[src/rtl/cart_load_ctrl.sv]
// Cartridge download controller: copies ioctl bytes into cartridge RAM, tracks the address
// mirror mask, and optionally issues a delayed reset pulse to skip the boot logo.
module cart_load_ctrl #(
   parameter int unsigned TIMEOUT   = 5000000,
   parameter int unsigned PULSE_LEN = 1000
) (
   input  logic        clk_sys,
   input  logic        reset,
   input  logic        ext_reset,
   input  logic        ioctl_download,
   input  logic        ioctl_wr,
   input  logic [24:0] ioctl_addr,
   input  logic [7:0]  ioctl_dout,
   input  logic        skip_logo,
   output logic        cart_wr,
   output logic [14:0] cart_addr,
   output logic [7:0]  cart_data,
   output logic [14:0] cart_mask,
   output logic        core_reset,
   output logic        overflow,
   output logic [1:0]  state
);

   typedef enum logic [1:0] {
      StIdle   = 2'd0,
      StLoad   = 2'd1,
      StSettle = 2'd2,
      StPulse  = 2'd3
   } state_e;

   // Largest value ever loaded is TIMEOUT-2, so $clog2(TIMEOUT) bits suffice.
   localparam int unsigned CntW = (TIMEOUT > 2) ? $clog2(TIMEOUT) : 1;
   localparam logic [CntW-1:0] SettleLoad = CntW'(TIMEOUT - PULSE_LEN - 1);
   localparam logic [CntW-1:0] PulseLoad  = CntW'(PULSE_LEN - 1);

   state_e          state_q, state_d;
   logic [CntW-1:0] cnt_q, cnt_d;
   logic            dl_q;
   logic [14:0]     mask_q, mask_d;
   logic            ovf_q, ovf_d;
   logic            wr_q, wr_d;
   logic [14:0]     addr_q, addr_d;
   logic [7:0]      data_q, data_d;
   logic            dl_rise, dl_fall;

   assign dl_rise = ioctl_download & ~dl_q;
   assign dl_fall = ~ioctl_download & dl_q;

   always_ff @(posedge clk_sys) begin
      if (reset) begin
         state_q <= StIdle;
         cnt_q   <= '0;
         dl_q    <= 1'b0;
         mask_q  <= '0;
         ovf_q   <= 1'b0;
         wr_q    <= 1'b0;
         addr_q  <= '0;
         data_q  <= '0;
      end else begin
         state_q <= state_d;
         cnt_q   <= cnt_d;
         dl_q    <= ioctl_download;
         mask_q  <= mask_d;
         ovf_q   <= ovf_d;
         wr_q    <= wr_d;
         addr_q  <= addr_d;
         data_q  <= data_d;
      end
   end

   always_comb begin
      state_d = state_q;
      cnt_d   = cnt_q;
      mask_d  = mask_q;
      ovf_d   = ovf_q;
      wr_d    = 1'b0;
      addr_d  = addr_q;
      data_d  = data_q;

      unique case (state_q)
         StIdle: ;
         StLoad: begin
            if (ioctl_wr) begin
               if (ioctl_addr[24:15] == '0) begin
                  wr_d   = 1'b1;
                  addr_d = ioctl_addr[14:0];
                  data_d = ioctl_dout;
                  // Mask grows by one bit per strobe that lands outside it; saturates at 0x7FFF.
                  if ((ioctl_addr[14:0] & ~mask_q) != '0) begin
                     mask_d = {mask_q[13:0], 1'b1};
                  end
               end else begin
                  ovf_d = 1'b1;
               end
            end
            if (dl_fall) begin
               if (skip_logo) begin
                  state_d = StSettle;
                  cnt_d   = SettleLoad;
               end else begin
                  state_d = StIdle;
               end
            end
         end
         StSettle: begin
            if (cnt_q == '0) begin
               state_d = StPulse;
               cnt_d   = PulseLoad;
            end else begin
               cnt_d = cnt_q - 1'b1;
            end
         end
         StPulse: begin
            if (cnt_q == '0) begin
               state_d = StIdle;
            end else begin
               cnt_d = cnt_q - 1'b1;
            end
         end
      endcase

      // A new download always wins and abandons any pending countdown.
      if (dl_rise) begin
         state_d = StLoad;
         cnt_d   = '0;
         mask_d  = '0;
         ovf_d   = 1'b0;
      end
   end

   assign cart_wr    = wr_q;
   assign cart_addr  = addr_q;
   assign cart_data  = data_q;
   assign cart_mask  = mask_q;
   assign overflow   = ovf_q;
   assign state      = state_q;
   assign core_reset = reset | ext_reset | ioctl_download | (state_q == StPulse);

endmodule

[config.mk]
export PLATFORM = sky130hd
export DESIGN_NAME = cart_load_ctrl
export DESIGN_NICKNAME = d
export VERILOG_FILES = /design/src/rtl/cart_load_ctrl.sv
export SDC_FILE = /design/constraint.sdc
export NUM_CORES = 1
export LEC_CHECK = 0
export ABC_CLOCK_PERIOD_IN_PS = 3100
export BUFFER_PORTS_ARGS = -buffer_cell sky130_fd_sc_hd__buf_4
export CAP_MARGIN = 40
export CORE_MARGIN = 4
export CORE_UTILIZATION = 30
export CTS_CLUSTER_DIAMETER = 50
export DETAILED_ROUTE_END_ITERATION = 8
export GPL_TIMING_DRIVEN = 1
export PLACE_DENSITY = 0.53
export SETUP_SLACK_MARGIN = 0.4
export SYNTH_ARGS = -nofsm -noshare
export SYNTH_HDL_FRONTEND = slang
export SYNTH_SLANG_ARGS = --single-unit
[constraint.sdc]
create_clock -name clk_sys -period 3.1 [get_ports clk_sys]
set_input_delay 0.465 -clock clk_sys [delete_from_list [all_inputs] [get_ports clk_sys]]
set_output_delay 0.465 -clock clk_sys [all_outputs]
set_load 0.005 [all_outputs]
Yosys cells after proc, flatten, opt, wreduce, memory -nomap -nowiden. Index checks and enable logic that the tools add are counted.

Flip-flop bits (word level): 66.

Add/sub/neg operators: 1. Eq/ne operators: 11. Mux-type cells: 12. Bitwise operators: 12. Reductions and logical operators: 13.

Operator list (count): 23-bit two-way mux (4); 23-bit case mux with 3 select lines (1); 23-bit zero test (1); 23-bit by 1-bit subtractor with 23-bit output (second input constant) (1); 4-bit AND reduction (4); 15-bit bitwise AND (1); 15-bit inverter (1); 15-bit nonzero test (1); 10-bit zero test (1); 2-bit inequality test (second input constant) (5); 3-bit inequality test (second input constant) (3); 2-bit two-way mux (4); 2-bit case mux with 3 select lines (1); 3-bit AND reduction (2); 1-bit inverter (5); 2-bit == test (second input constant) (2); 4-bit nonzero test (1); 1-bit OR (3); 3-bit nonzero test (1); 3-bit OR reduction (1); 1-bit bitwise AND (2); 2-bit by 1-bit == test with 1-bit output (second input constant) (1); 1-bit two-way mux (2); 2-bit OR reduction (1).

Longest topological paths before layout. Gate-level depths: netlist (run 1).

Depth after elaboration: 5. Gate-level depth with buffers: 10. Mapped depth without buffers: 8.

Worst setup path before layout (run 1). No wires, ideal clock.

Path kind: register to register. From: register cnt_q[0]. To: register state_q[0] (netlist: state[0]). Setup time: 0.140 ns. Arrival: 2.559 ns. Required time: 2.960 ns. Slack: 0.402 ns. Stages on the path, launching flop included: 10. Path buffers: 2. Clock period less this slack: 2.698 ns. Cell sequence: dfxtp_1 -> inv_1 -> ha_1 -> or4b_4 -> or4_4 -> buf_6 -> or2_1 -> buf_6 -> a2111oi_0 -> a2111oi_1.

Word-level cells in the longest chain between the ends: 3. Elaborated cells between the ends (all ways): 4.

RTL lines: from (decl) (line 37) `logic [CntW-1:0] cnt_q, cnt_d;`; from (signal assigned) (line 61) `cnt_q <= cnt_d;`; 23-bit zero test * (line 106, 114); 3-bit inequality test (no line); 4-bit AND reduction (no line) *; to (signal assigned) (line 51) `state_q <= StIdle;`; to (signal assigned) (line 60) `state_q <= state_d;`; to (decl) (line 36) `state_e state_q, state_d;`.

Every way passes the cells marked *; elsewhere a longest branch is shown, timed or not. A chain may end at the register's enable or synchronous reset.

Final worst setup path (run 1). Same ends and word-level chain as after synthesis.

==> results of run 1 <==
stage by stage:
stage	area [sq um]	utilization (%)	hold WS, ns
floorplan	2980	-	0.442
finish	4070	41.8	0.353
global placement	3710	38.2	0.459
global route	4070	41.8	0.334
detailed placement	3710	38.2	0.464
CTS	3970	40.8	0.332
layer usage:
layer	vias up	part of all wire, %	global-route usage [%]
met5	-	0	0
met4	0	1.3	3.61
met3	7	8.1	6.18
met2	91	49	24.4
met1	1326	42	17.5
li1	1406	-	-
cells by family after synthesis:
logic type	after synthesis	synth area share [%]
flip-flops	66	44.4
AO/OA/AOI/OAI	69	15.0
multiplexers	27	9.08
XOR/XNOR	7	2.06
buffers and inverters	39	5.71
AND/OR/NAND/NOR	134	20.9
adder cells (fa/ha/maj)	7	2.94
state kept, by name, indices dropped and copies added (netlist names):
register and flops:
cnt_q 23, cart_addr 15, cart_mask 15, cart_data 8, state 2, cart_wr 1, dl_q 1, overflow 1
how the worst min path moves through the flow:
stage	start	to	slack, ns	cells past startpoint
after floorplan	cnt_q[22]	cnt_q[22]	0.44	2
after global routing	ioctl_dout[1]	cart_data[1]	0.33	3
after CTS	ioctl_dout[1]	cart_data[1]	0.33	3
after detailed placement	cnt_q[22]	cnt_q[22]	0.46	2
final	ioctl_dout[7]	cart_data[7]	0.35	3
after global placement	overflow	overflow	0.46	2
layout by cell type, fill, tap and decap left out, types with 7 or more instances in the layout:
master                     netlist  final
sky130_fd_sc_hd__nor3_1         11     11
sky130_fd_sc_hd__nor2_1         75     74
sky130_fd_sc_hd__inv_1          23     23
sky130_fd_sc_hd__o22ai_1         7      7
sky130_fd_sc_hd__a21oi_1        27     27
sky130_fd_sc_hd__clkbuf_8        0      9
sky130_fd_sc_hd__mux2i_1        27     27
sky130_fd_sc_hd__nand2_1        15     15
sky130_fd_sc_hd__buf_4           0     92
sky130_fd_sc_hd__dfxtp_1        66     65
what timing repair did:
item | in CTS | in global routing
resized for setup | 5 | 8
gates cloned | 1 | 1
setup buffers | 0 | 6
pin swaps | 2 | 5
endpoints found under the setup margin | 15 | 14
power by group:
| part | switching [mW] | leakage, nW | internal (mW) |
|---|---|---|---|
| clock | 0.360 | 0.114 | 0.460 |
| sequential | 0.109 | 0.534 | 0.949 |
| combinational | 0.967 | 1.11 | 0.726 |
| total | 1.44 | 1.76 | 2.13 |
cell type report:
class | count | area share (%)
Timing Repair Buffer | 92 | 17.0
Inverter | 23 | 2.12
Tap cell | 133 | 4.09
Multi-Input combinational cell | 246 | 38.8
Sequential cell | 66 | 32.5
Clock buffer | 9 | 3.05
Clock inverter | 7 | 2.46
critical path, stage by stage (launching register included):
cell                        delay [ns]
sky130_fd_sc_hd__dfxtp_2          0.35
sky130_fd_sc_hd__inv_1            0.12
sky130_fd_sc_hd__ha_4             0.16
sky130_fd_sc_hd__or4b_4           0.48
sky130_fd_sc_hd__or4_4            0.64
sky130_fd_sc_hd__or2_4            0.32
sky130_fd_sc_hd__a2111oi_4        0.34
sky130_fd_sc_hd__a2111oi_1        0.09
==> run summary, run 1 <==
For this run, asynchronously set or reset flops after synthesis account for 0%. Top flip-flop cell by instance count after synthesis: sky130_fd_sc_hd__dfxtp_1. The run gives 82 as the number of placed I/O pins. STA classifies the critical path endpoint as a flip-flop.

Entering global routing, the biggest net connects 35 pins. The area fraction of the dominant cell type after synthesis is 44.4%, and the maximum operating frequency is 380 MHz. Summed over all instances, the cell type with the most area after synthesis is sky130_fd_sc_hd__dfxtp_1. For this run the aggregate overflow at the end of global routing stands at 0.

Each instance of the synthesized netlist takes up on average 8.53 sq um. The number of iterations in the first detailed-routing pass is 4. In this run the number of H-tree levels came out at 3.

In this run, the number of DRC markers left after iteration 0 of detailed routing was 142. The worst register-to-register path ends at state[0]. The flow ran to the end, and the final reports show no timing, DRC or antenna violations.

Data arrives at the worst endpoint at 2.83 ns. The count of antenna diodes in the layout is 0, and the area of all sequential standard cells is 0.00132 sq mm. At the end of routability-driven placement, the weighted congestion stood at 0.796.

The net count after synthesis was 395; the number of standard cells in the final layout excluding fillers was 576. The min-delay analysis places its worst path in the category in2reg. After layout, the design draws a total of 3.57 mW.

The post-detailed-route via-to-cell ratio was 4.91; the remaining antenna violation count was 0. The number of buffers added to fix hold violations after cts was 0; the remaining max-slew budget at the tightest pin was 55.7%. The worst-case setup slack after placement was 0.237 ns. The maximum number of buffers from clock root to sink is 2, and the horizontal die dimension is 108 um. The number of antenna violations at the first check in global routing was 0. On the final layout, the worst clock skew is 0.0104 ns. The area overhead of the layout relative to synthesis came out at 36.6%. The tools report the startpoint type of the worst setup path as a flip-flop.

The leakage dissipation was 1.76 nW; the number of flops mapped to enable cells by yosys was 0. Standard-cell row count: 36. The tools report the number of maximum-capacitance violations as 0.

The via count of the first global-routing pass was 2734; the number of distinct standard cells referenced by the synthesized netlist was 47. For this run, the total global-route usage over all layers was measured as 14.7%. For this design the ratio of total power to cell area is 878 mW/mm^2.

The DRC violation count after routing was 0; the flop and latch count out of synthesis was 66. Sequential elements use 44.4% of the synthesized area. Setup repair after global routing left no endpoint under its margin.

The logs give 0 ns for the total negative setup slack and 66 for the count of clock tree sinks. The first global-routing pass estimated 13500 um of wire. The number of synthesis warnings was 0; the max-slew violation total from the final report was 0.

In the synthesized netlist, the cells that appear most often are sky130_fd_sc_hd__nor2_1 (75), sky130_fd_sc_hd__dfxtp_1 (66), sky130_fd_sc_hd__a21oi_1 (27), sky130_fd_sc_hd__mux2i_1 (27), sky130_fd_sc_hd__inv_1 (23). The worst path in the final design needs a cycle of 2.63 ns, including I/O delays and setup. The height of the die works out to 108 um. TritonCTS built the clock tree.

For the starting density of the core, the log shows 30.6%. For the post-synthesis instance area, the log shows 0.00298 sq mm. The run gives 0.0116 sq mm as the full die area.

The count of input and output buffers is 81. The slew at the pin closest to its max-slew limit works out to 0.662 ns. Data on the critical path is required at its endpoint by 3.30 ns. Of all nets on the critical path, the largest fanout is 8. Clock tree synthesis selected as its root buffer the cell sky130_fd_sc_hd__clkbuf_8. The tools report the gate count of the mapped netlist as 349. The clock reaches the later pin of the worst-skew pair after 0.34 ns. The kind of critical path is reg2reg. In the post-route analysis, the smallest setup slack over all paths is 0.467 ns. The tools report the count of final hold-check violations as 0. The layout has 1029 filler cells. The capturing instance or port of the critical path is state[0]. The tools report the half-perimeter wire length after detailed placement as 5990 um. The number of clock buffers added by TritonCTS is 9.

The standard cell core area was 0.00973 sq mm. In the post-synthesis netlist, the biggest area contributors are sky130_fd_sc_hd__dfxtp_1 (44%), sky130_fd_sc_hd__nor2_1 (9.5%), sky130_fd_sc_hd__mux2i_1 (9.1%), sky130_fd_sc_hd__a21oi_1 (4.5%), sky130_fd_sc_hd__ha_1 (2.9%). The tools report the count of placed standard cells including taps as 552. The worst register-to-register path begins at cnt_q[0].

The largest vdd supply drop came out at 0.603 mV. The clock transition at the register clock pins on the worst setup and hold paths after CTS was 0.08 ns; the share of cells above drive strength 1 was 28.9%. The run gives 0.00158 sq mm as the multi-input gate area in the final layout. In the post-synthesis netlist, the cell with the most instances is sky130_fd_sc_hd__nor2_1. The final period utilization was 84.9%; the number of setup violations in the final report was 0. Across all register-to-register paths, the minimum setup slack is 0.47 ns. The final route contains 2830 vias. Dividing the detail-routed wire length by the instance count gives 14.6 um. The critical path starts at cnt_q[0]. Counting cells, the worst reg-to-reg path comes to 7.

The final layout contains 484 nets. Wires add up to 8410 um.
No activity file was read; power rests on OpenSTA's default activity.
==> inputs of run 2 (changes only) <==
--- a/config.mk
+++ b/config.mk
@@ -5,7 +5,8 @@
 export SDC_FILE = /design/constraint.sdc
 export NUM_CORES = 1
 export LEC_CHECK = 0
-export ABC_CLOCK_PERIOD_IN_PS = 3100
+export ABC_AREA = 1
+export ABC_CLOCK_PERIOD_IN_PS = 2150
 export BUFFER_PORTS_ARGS = -buffer_cell sky130_fd_sc_hd__buf_4
 export CAP_MARGIN = 40
 export CORE_MARGIN = 4
@@ -13,7 +14,7 @@
 export CTS_CLUSTER_DIAMETER = 50
 export DETAILED_ROUTE_END_ITERATION = 8
 export GPL_TIMING_DRIVEN = 1
-export PLACE_DENSITY = 0.53
+export PLACE_DENSITY = 0.54
 export SETUP_SLACK_MARGIN = 0.4
 export SYNTH_ARGS = -nofsm -noshare
 export SYNTH_HDL_FRONTEND = slang
==> constraint.sdc (replaced) <==
create_clock -name clk_sys -period 2.15 [get_ports clk_sys]
set_input_delay 0.3225 -clock clk_sys [delete_from_list [all_inputs] [get_ports clk_sys]]
set_output_delay 0.3225 -clock clk_sys [all_outputs]
set_load 0.005 [all_outputs]
==> run 2 against run 1 <==
Core utilization up 1.6 points. Critical path type unchanged. Final area up 17%. Sequential power up 47%. Critical endpoint is now cnt_q[15]. Flip-flop and latch count unchanged. Die area up 13%. Synthesized cell count up 43%. Sequential share of layout area down 4.6 points.
==> run summary, run 2 <==
The flow ran to the end, and the final reports show no timing, DRC or antenna violations. The tools report the DRC violation count after routing as 0. The finished layout holds 743 standard cells, fillers aside. In the post-synthesis netlist, the biggest area contributors are sky130_fd_sc_hd__dfxtp_1 (39%), sky130_fd_sc_hd__nor2_1 (14%), sky130_fd_sc_hd__nand2_1 (8.7%), sky130_fd_sc_hd__o21ai_0 (6.3%), sky130_fd_sc_hd__inv_1 (5.9%). Data on the critical path is required at its endpoint by 2.37 ns. Compared with the post-synthesis result, the final layout area differs by 39.6%. Of all flip-flops after synthesis, the portion carrying an async set or reset was 0%.

The logs give 0.00476 sq mm for the final design area excluding fillers and 43.4% for the final core utilization. The post-detailed-route via-to-cell ratio came out at 4.61. In this run the remaining antenna-violating nets after routing total 0. For this configuration, the core starts out at a cell density of 31.1%. The floorplan step set the die width to 115 um. Area fraction of the dominant cell type after synthesis: 38.7%. Timing analysis after detailed placement gives a worst setup slack of 0.251 ns. The via count of the first global-routing pass came out at 3356. Setup repair after global routing could not meet its margin everywhere. For the number of antenna violations at the first check in global routing, the log shows 0.

For the pin with the worst max-slew slack, the measured transition is 0.408 ns. Hold timing on the final database bottoms out at a slack of 0.179 ns. The power density over cell area came out at 1350 mW/mm^2. The largest vdd supply drop is 0.651 mV.

TritonCTS built the clock tree. Cells with a size suffix above 1 make up 28.7% of the layout. The number of synthesis warnings is 0, and the clock transition at the register clock pins on the worst setup and hold paths after CTS is 0.05 ns. The die covers 0.0131 sq mm. Counting the buffers created by CTS gives 9. The half-perimeter wire length after detailed placement came out at 6930 um. In the final routed layout, each cell accounts on average for 13.0 um. The overall power consumption was 6.44 mW. The number of distinct standard cells referenced by the synthesized netlist is 37. Adding up every negative setup slack in the final design gives 0 ns. The first global-routing pass estimated 16000 um of wire. Routability-driven placement finished with a final weighted congestion of 0.824.

The arrival time of the worst setup path was 1.93 ns. Registers take 0.00133 sq mm. The standard cell core area came out at 0.0110 sq mm. The library cell used as clock root buffer was sky130_fd_sc_hd__clkbuf_16. Counting instances in the post-synthesis netlist gives the leading cell types as sky130_fd_sc_hd__nor2_1 (131), sky130_fd_sc_hd__nand2_1 (79), sky130_fd_sc_hd__dfxtp_1 (66). Of the available clock period, the critical path in the final layout requires 79.9%. The tools report the initial detailed-routing violation count as 161.

After synthesis the cells add up to 0.00341 sq mm. Synthesis produced 499 cells. The die is 115 um tall. For this run, the register share of the synthesized area comes to 38.7%. The tools report the total wirelength of the detailed-routed design as 9700 um.

The tools report the critical path endpoint category as a flip-flop. Global-route usage over all layers: 15.1%. Entering global routing, the biggest net connects 26 pins. The number of flip-flops under the largest register name is 23. The floorplan has 38 rows. Among all flip-flop cells after synthesis, the most frequent one is sky130_fd_sc_hd__dfxtp_1.

The H-tree was split into 3 levels. Count of antenna diodes in the layout: 0. Measured against its own limit, the worst slew margin works out to 72.8%. Synthesis inferred 66 register bits.

The most frequent standard cell in the layout excluding fill and tap cells is sky130_fd_sc_hd__nor2_1. Port buffering added 81 buffers. For the max-slew violation total from the final report, the log shows 0. The leakage dissipation is 2.22 nW, and the layout net count is 645. Counting flops per register, the top entry is cnt_q. Cell taking the most area after synthesis: sky130_fd_sc_hd__dfxtp_1. The largest driver fanout on the critical path is 5. For the cell area after placement, the log shows 0.00418 sq mm.

The tools report the multi-input gate area in the final layout as 0.00192 sq mm. In this run the count of I/O pins placed on the die edge is 82. The final route contains 3427 vias.

At the later pin of the worst-skew pair, clock insertion delay measures 0.33 ns. Counting tap cells, the placed design contains a total of 714 instances. In this run, synthesis inferred 0 flip-flops with an integrated enable. Clock tree synthesis found a total of 66 sinks.

Leaving out fill and tap cells, the most frequent cells in the layout are sky130_fd_sc_hd__nor2_1 (126), sky130_fd_sc_hd__buf_4 (94), sky130_fd_sc_hd__nand2_1 (77), sky130_fd_sc_hd__dfxtp_1 (63), sky130_fd_sc_hd__inv_1 (50). The net count after synthesis came out at 545. Type of the most critical hold path: in2reg. The kind of critical path was reg2reg.

The maximum operating frequency is 582 MHz, and the count of final hold-check violations is 0. For this run the aggregate overflow at the end of global routing stands at 0. The filler cells instantiated in the layout total 1129. The most common cell in the netlist was sky130_fd_sc_hd__nor2_1. The number of maximum-capacitance violations was 0.

For the finished layout, the period the worst path requires is 1.72 ns. Setup violations remaining at the end of the flow were counted as 0. The setup slack of the critical path after layout is 0.432 ns, and the maximum number of buffers from clock root to sink is 2. The worst setup path is launched from a flip-flop. A synthesized cell averages 6.84 sq um. Before antenna repair, the detailed router went through 4 iterations. Clock skew on the completed layout was measured at 0.00663 ns.
==> run 2: cell type report <==
type | count | area share, %
well taps | 140 | 3.68
clock buffers | 10 | 5.02
inverters | 59 | 4.75
multi-input cells | 363 | 40.4
flip-flops and latches | 66 | 27.9
clock inverters | 5 | 1.16
repair buffers | 100 | 17.1
==> run 2: cells by family (layout without fill, tap and decap cells) <==
group                    Yosys count  in the layout  share of synthesized area (%)
buffers and inverters             71            174                           8.62
XOR/XNOR                           3              3                          0.770
AND/OR/NAND/NOR                  268            268                           35.8
flip-flops                        66             66                           38.7
adder cells (fa/ha/maj)            7              7                           2.57
AO/OA/AOI/OAI                     84             85                           13.5
==> run 2: final timing paths <==
kind | start | endpoint | slack [ns] | cells after the start
setup / recovery | state[0] | cnt_q[15] | 0.43 | 12
setup reg to reg | state[0] | cnt_q[15] | 0.43 | 12
hold reg to reg | overflow | overflow | 0.49 | 2
hold / removal | reset | cart_wr | 0.18 | 2
==> run 2: routing by layer <==
metal / GRT usage, % / part of all wire, % / vias to the layer above
li1: - / - / 1779
met3: 6.66 / 7.7 / 14
met5: 0 / 0 / -
met4: 4.12 / 1.3 / 0
met1: 18.7 / 46 / 1542
met2: 23.9 / 44 / 92
==> run 2: critical path, cell delays in order, from the launching register on <==
cell and delay (ns):
sky130_fd_sc_hd__dfxtp_4 0.37, sky130_fd_sc_hd__buf_6 0.12, sky130_fd_sc_hd__ha_4 0.18, sky130_fd_sc_hd__inv_4 0.06, sky130_fd_sc_hd__o21bai_4 0.06, sky130_fd_sc_hd__a21oi_4 0.14, sky130_fd_sc_hd__inv_2 0.07, sky130_fd_sc_hd__nor2_4 0.17
sky130_fd_sc_hd__buf_12 0.13, sky130_fd_sc_hd__buf_4 0.13, sky130_fd_sc_hd__nand2_1 0.05, sky130_fd_sc_hd__nand2_1 0.07, sky130_fd_sc_hd__a21oi_2 0.05
==> run 2: power by group <==
| group | switching, mW | leakage, nW | total [mW] | internal, mW |
|---|---|---|---|---|
| combinational | 1.99 | 1.54 | 3.44 | 1.45 |
| sequential | 0.179 | 0.536 | 1.56 | 1.38 |
| clock | 0.535 | 0.140 | 1.45 | 0.917 |
==> run 2: repair_timing <==
| item | 4_1_cts | 5_1_grt |
|---|---|---|
| setup endpoints to repair | 37 | 38 |
| hold buffers | 0 | 0 |
| gates resized for setup | 14 | 25 |
| pin swaps | 3 | 17 |
| gates cloned | 1 | 1 |
| buffers inserted | 3 | 9 |
==> inputs of run 3 (changes only) <==
--- a/config.mk
+++ b/config.mk
@@ -6,7 +6,7 @@
 export NUM_CORES = 1
 export LEC_CHECK = 0
 export ABC_AREA = 1
-export ABC_CLOCK_PERIOD_IN_PS = 2150
+export ABC_CLOCK_PERIOD_IN_PS = 1700
 export BUFFER_PORTS_ARGS = -buffer_cell sky130_fd_sc_hd__buf_4
 export CAP_MARGIN = 40
 export CORE_MARGIN = 4
@@ -14,7 +14,7 @@
 export CTS_CLUSTER_DIAMETER = 50
 export DETAILED_ROUTE_END_ITERATION = 8
 export GPL_TIMING_DRIVEN = 1
-export PLACE_DENSITY = 0.54
+export PLACE_DENSITY = 0.52
 export SETUP_SLACK_MARGIN = 0.4
 export SYNTH_ARGS = -nofsm -noshare
 export SYNTH_HDL_FRONTEND = slang
==> constraint.sdc (replaced) <==
create_clock -name clk_sys -period 1.7 [get_ports clk_sys]
set_input_delay 0.255 -clock clk_sys [delete_from_list [all_inputs] [get_ports clk_sys]]
set_output_delay 0.255 -clock clk_sys [all_outputs]
set_load 0.005 [all_outputs]
==> run 3 against run 2 <==
Non-clock buffer count increased by 55. Total power increased by 55%. Hold slack got worse by 0.066 ns. Global-route usage increased by 1.9 points. Sequential power increased by 26%. Critical path type unchanged. Highest routed layer unchanged.
==> run summary, run 3 (synthesized netlist as in run 2, its figures left out) <==
Power spread over the standard cell area amounts to 1710 mW/mm^2. The worst hold path passes through 2 cells. In this run the tightest slew margin relative to its limit is 75.5%. The final period utilization came out at 95.4%. TritonCTS built the clock tree. Data on the critical path is required at its endpoint by 1.97 ns. Path depth of the worst reg2reg path: 11.

In this run, the combinational gates consume 60.9% of the power. Measured on the finished design, the core utilization comes to 53.1%. The placed instances occupy a cell area of 0.00444 sq mm.

Ranked by flip-flop count, first place goes to cnt_q. During I/O placement, the number of pins put on the boundary was 82. The area overhead of the layout relative to synthesis came out at 71.0%. The total area inside the core boundary comes to 0.0110 sq mm. IR analysis of the VDD net gives a maximum drop of 0.866 mV. The run gives 0 as the remaining antenna violation count. The starting density of the core was 31.1%. The tools report the library cell used as clock root buffer as sky130_fd_sc_hd__clkbuf_16. The top cell types in the final layout, fill and taps aside, are sky130_fd_sc_hd__buf_4 (131), sky130_fd_sc_hd__nor2_1 (91), sky130_fd_sc_hd__nand2_1 (64), sky130_fd_sc_hd__dfxtp_1 (51), sky130_fd_sc_hd__inv_1 (46). Full die area: 0.0131 sq mm. In this run switching power makes up 41.8% of total power.

The number of antenna diodes in the final layout is 0. The run finished with clean final reports. For the number of fillers in the final layout, the log shows 1040. The count of placed standard cells including taps was 739; the largest driver fanout on the critical path was 6. The H-tree depth reported by CTS is 3, and the minimum hold slack is 0.114 ns.

Setup repair after global routing could not meet its margin everywhere. Power comes to 9.99 mW. In this run the core area contains 38 standard-cell rows. The run gives 26 as the pin count of the biggest net entering global routing. Wires add up to 11300 um. Across the routed clock network, the largest skew measured is 0.00798 ns.

Across the run, the number of max-cap violations was 0. The max-slew violation total from the final report is 0, and the via count of the routed design is 3745. After the first detailed-routing iteration, the DRC count stood at 173.

Clock network latency to the later pin of the worst-skew pair: 0.34 ns. The count of input and output buffers came out at 81. Type of the most critical hold path: in2reg. The register with the most flip-flops in the layout has 23 of them.

By startpoint and endpoint, the worst setup path is classified as reg2reg. Measured along the x axis, the die boundary spans 115 um. The number of buffers created by CTS was 9. Traced cell by cell, the critical path runs through inv_2 > ha_4 > nand2_4 > inv_4 > nand2_4 > nor2_4 > nand3_4 > nand2_8 > buf_12 > o21ai_2 > a21oi_1. Timing would allow up to 616 MHz. After detailed routing, the number of remaining DRC violations is 0. The post-detailed-route via-to-cell ratio is 4.69, and the leakage dissipation is 2.62 nW. The library cell used most frequently in the layout, excluding fill and tap cells, is sky130_fd_sc_hd__buf_4. The die is 115 um tall. For this run, the total global-route usage over all layers was measured as 17.0%. The critical path endpoint category was a flip-flop. The number of standard cells in the final layout excluding fillers was 799. Before antenna repair, the detailed router went through 4 iterations. The tools report the count of final hold-check violations as 0. In the final design database the tool counted 701 nets.

The post-route netlist has 51.3% of its cells at a drive strength greater than 1. The largest single stage delay on the critical path is 0.32 ns. The clock network fraction of total power came out at 19.4%. For the pin with the worst max-slew slack, the measured transition is 0.368 ns. The logs give 0 for the number of antenna violations at the first check in global routing and 3692 for the via count of the first global-routing pass.

In this run, post-CTS hold repair placed 0 buffers. The detail-routed net length per standard cell is 14.1 um, and the minimum period implied by the final worst setup slack is 1.62 ns. The logs give 17800 um for the global-route wire length before repair and 2 for the maximum number of buffers from clock root to sink. Internal power comes to 5.81 mW. Among all stages on the critical path, the largest delay is contributed by sky130_fd_sc_hd__dfxtp_2. The sequential share of power is 19.7%, and the count of clock tree sinks is 66.

STA classifies the critical path startpoint as a flip-flop. The analysis attributes to net switching a power of 4.18 mW. Detailed placement ended at an HPWL of 7570 um. Number of setup violations in the final report: 0.

Routability-driven placement finished with a final weighted congestion of 0.873. Clock-pin slew was measured on the worst setup and hold paths at 0.05 ns. For this run the aggregate overflow at the end of global routing stands at 0. The final design area excluding fillers is 0.00583 sq mm. STA puts the critical path data arrival time at 1.89 ns. Counting stages on the worst path, the most repeated cell is sky130_fd_sc_hd__nand2_4.
==> run 3: metrics by stage <==
step	setup TNS (ns)	setup slack [ns]
floorplan	0	0.135
global placement	0	0.0536
detailed placement	0	0.0296
CTS	0	0.0905
global route	-0.154	-0.0407
finish	0	0.0775
==> run 3: worst paths after layout <==
kind                 from           end  slack (ns)
max              cnt_q[1]      cnt_q[9]        0.08
min                 reset       cart_wr        0.11
max reg2reg      cnt_q[1]      cnt_q[9]        0.08
min reg2reg  cart_mask[0]  cart_mask[0]        0.47
==> run 3: repair_timing <==
| item | CTS | global route |
|---|---|---|
| gates cloned | 5 | 2 |
| gates resized for setup | 73 | 150 |
| setup endpoints to repair | 65 | 64 |
| setup buffers | 28 | 10 |
| pin swaps | 38 | 80 |
==> run 3: power by group through the flow <==
stage                     clock network (mW)  logic, mW  registers (mW)
final                                   1.94       6.08            1.97
after global routing                    2.03       6.67            1.99
after CTS                               1.97       5.18            1.92
after detailed placement                   0       3.90            1.94
after global placement                     0       3.84            1.93
after floorplan                            0       2.88            1.92
==> run 3: worst max-delay path: cells and delay by family, from the launching register on <==
| family | cells | cell delay, ns |
|---|---|---|
| buffers and inverters | 3 | 0.29 |
| flip-flops | 1 | 0.32 |
| AND/OR/NAND/NOR | 5 | 0.59 |
| AO/OA/AOI/OAI | 2 | 0.19 |
| adder cells (fa/ha/maj) | 1 | 0.16 |
==> run 3: final cells by class <==
class / count / area [sq um] / area share, %
clock buffers: 13 / 270 / 4.63
well taps: 140 / 175 / 3.00
flip-flops and latches: 66 / 1350 / 23.1
clock inverters: 2 / 35.0 / 0.601
multi-input cells: 364 / 2430 / 41.7
repair buffers: 155 / 1340 / 23.0
inverters: 59 / 231 / 3.97
==> run 3: metal layers <==
layer,share of wire (%),GRT usage [%],vias up
li1,-,-,1902
met4,1.4,5.30,0
met1,43,20.8,1741
met3,6.6,6.24,14
met2,49,27.8,88
met5,0,0,-
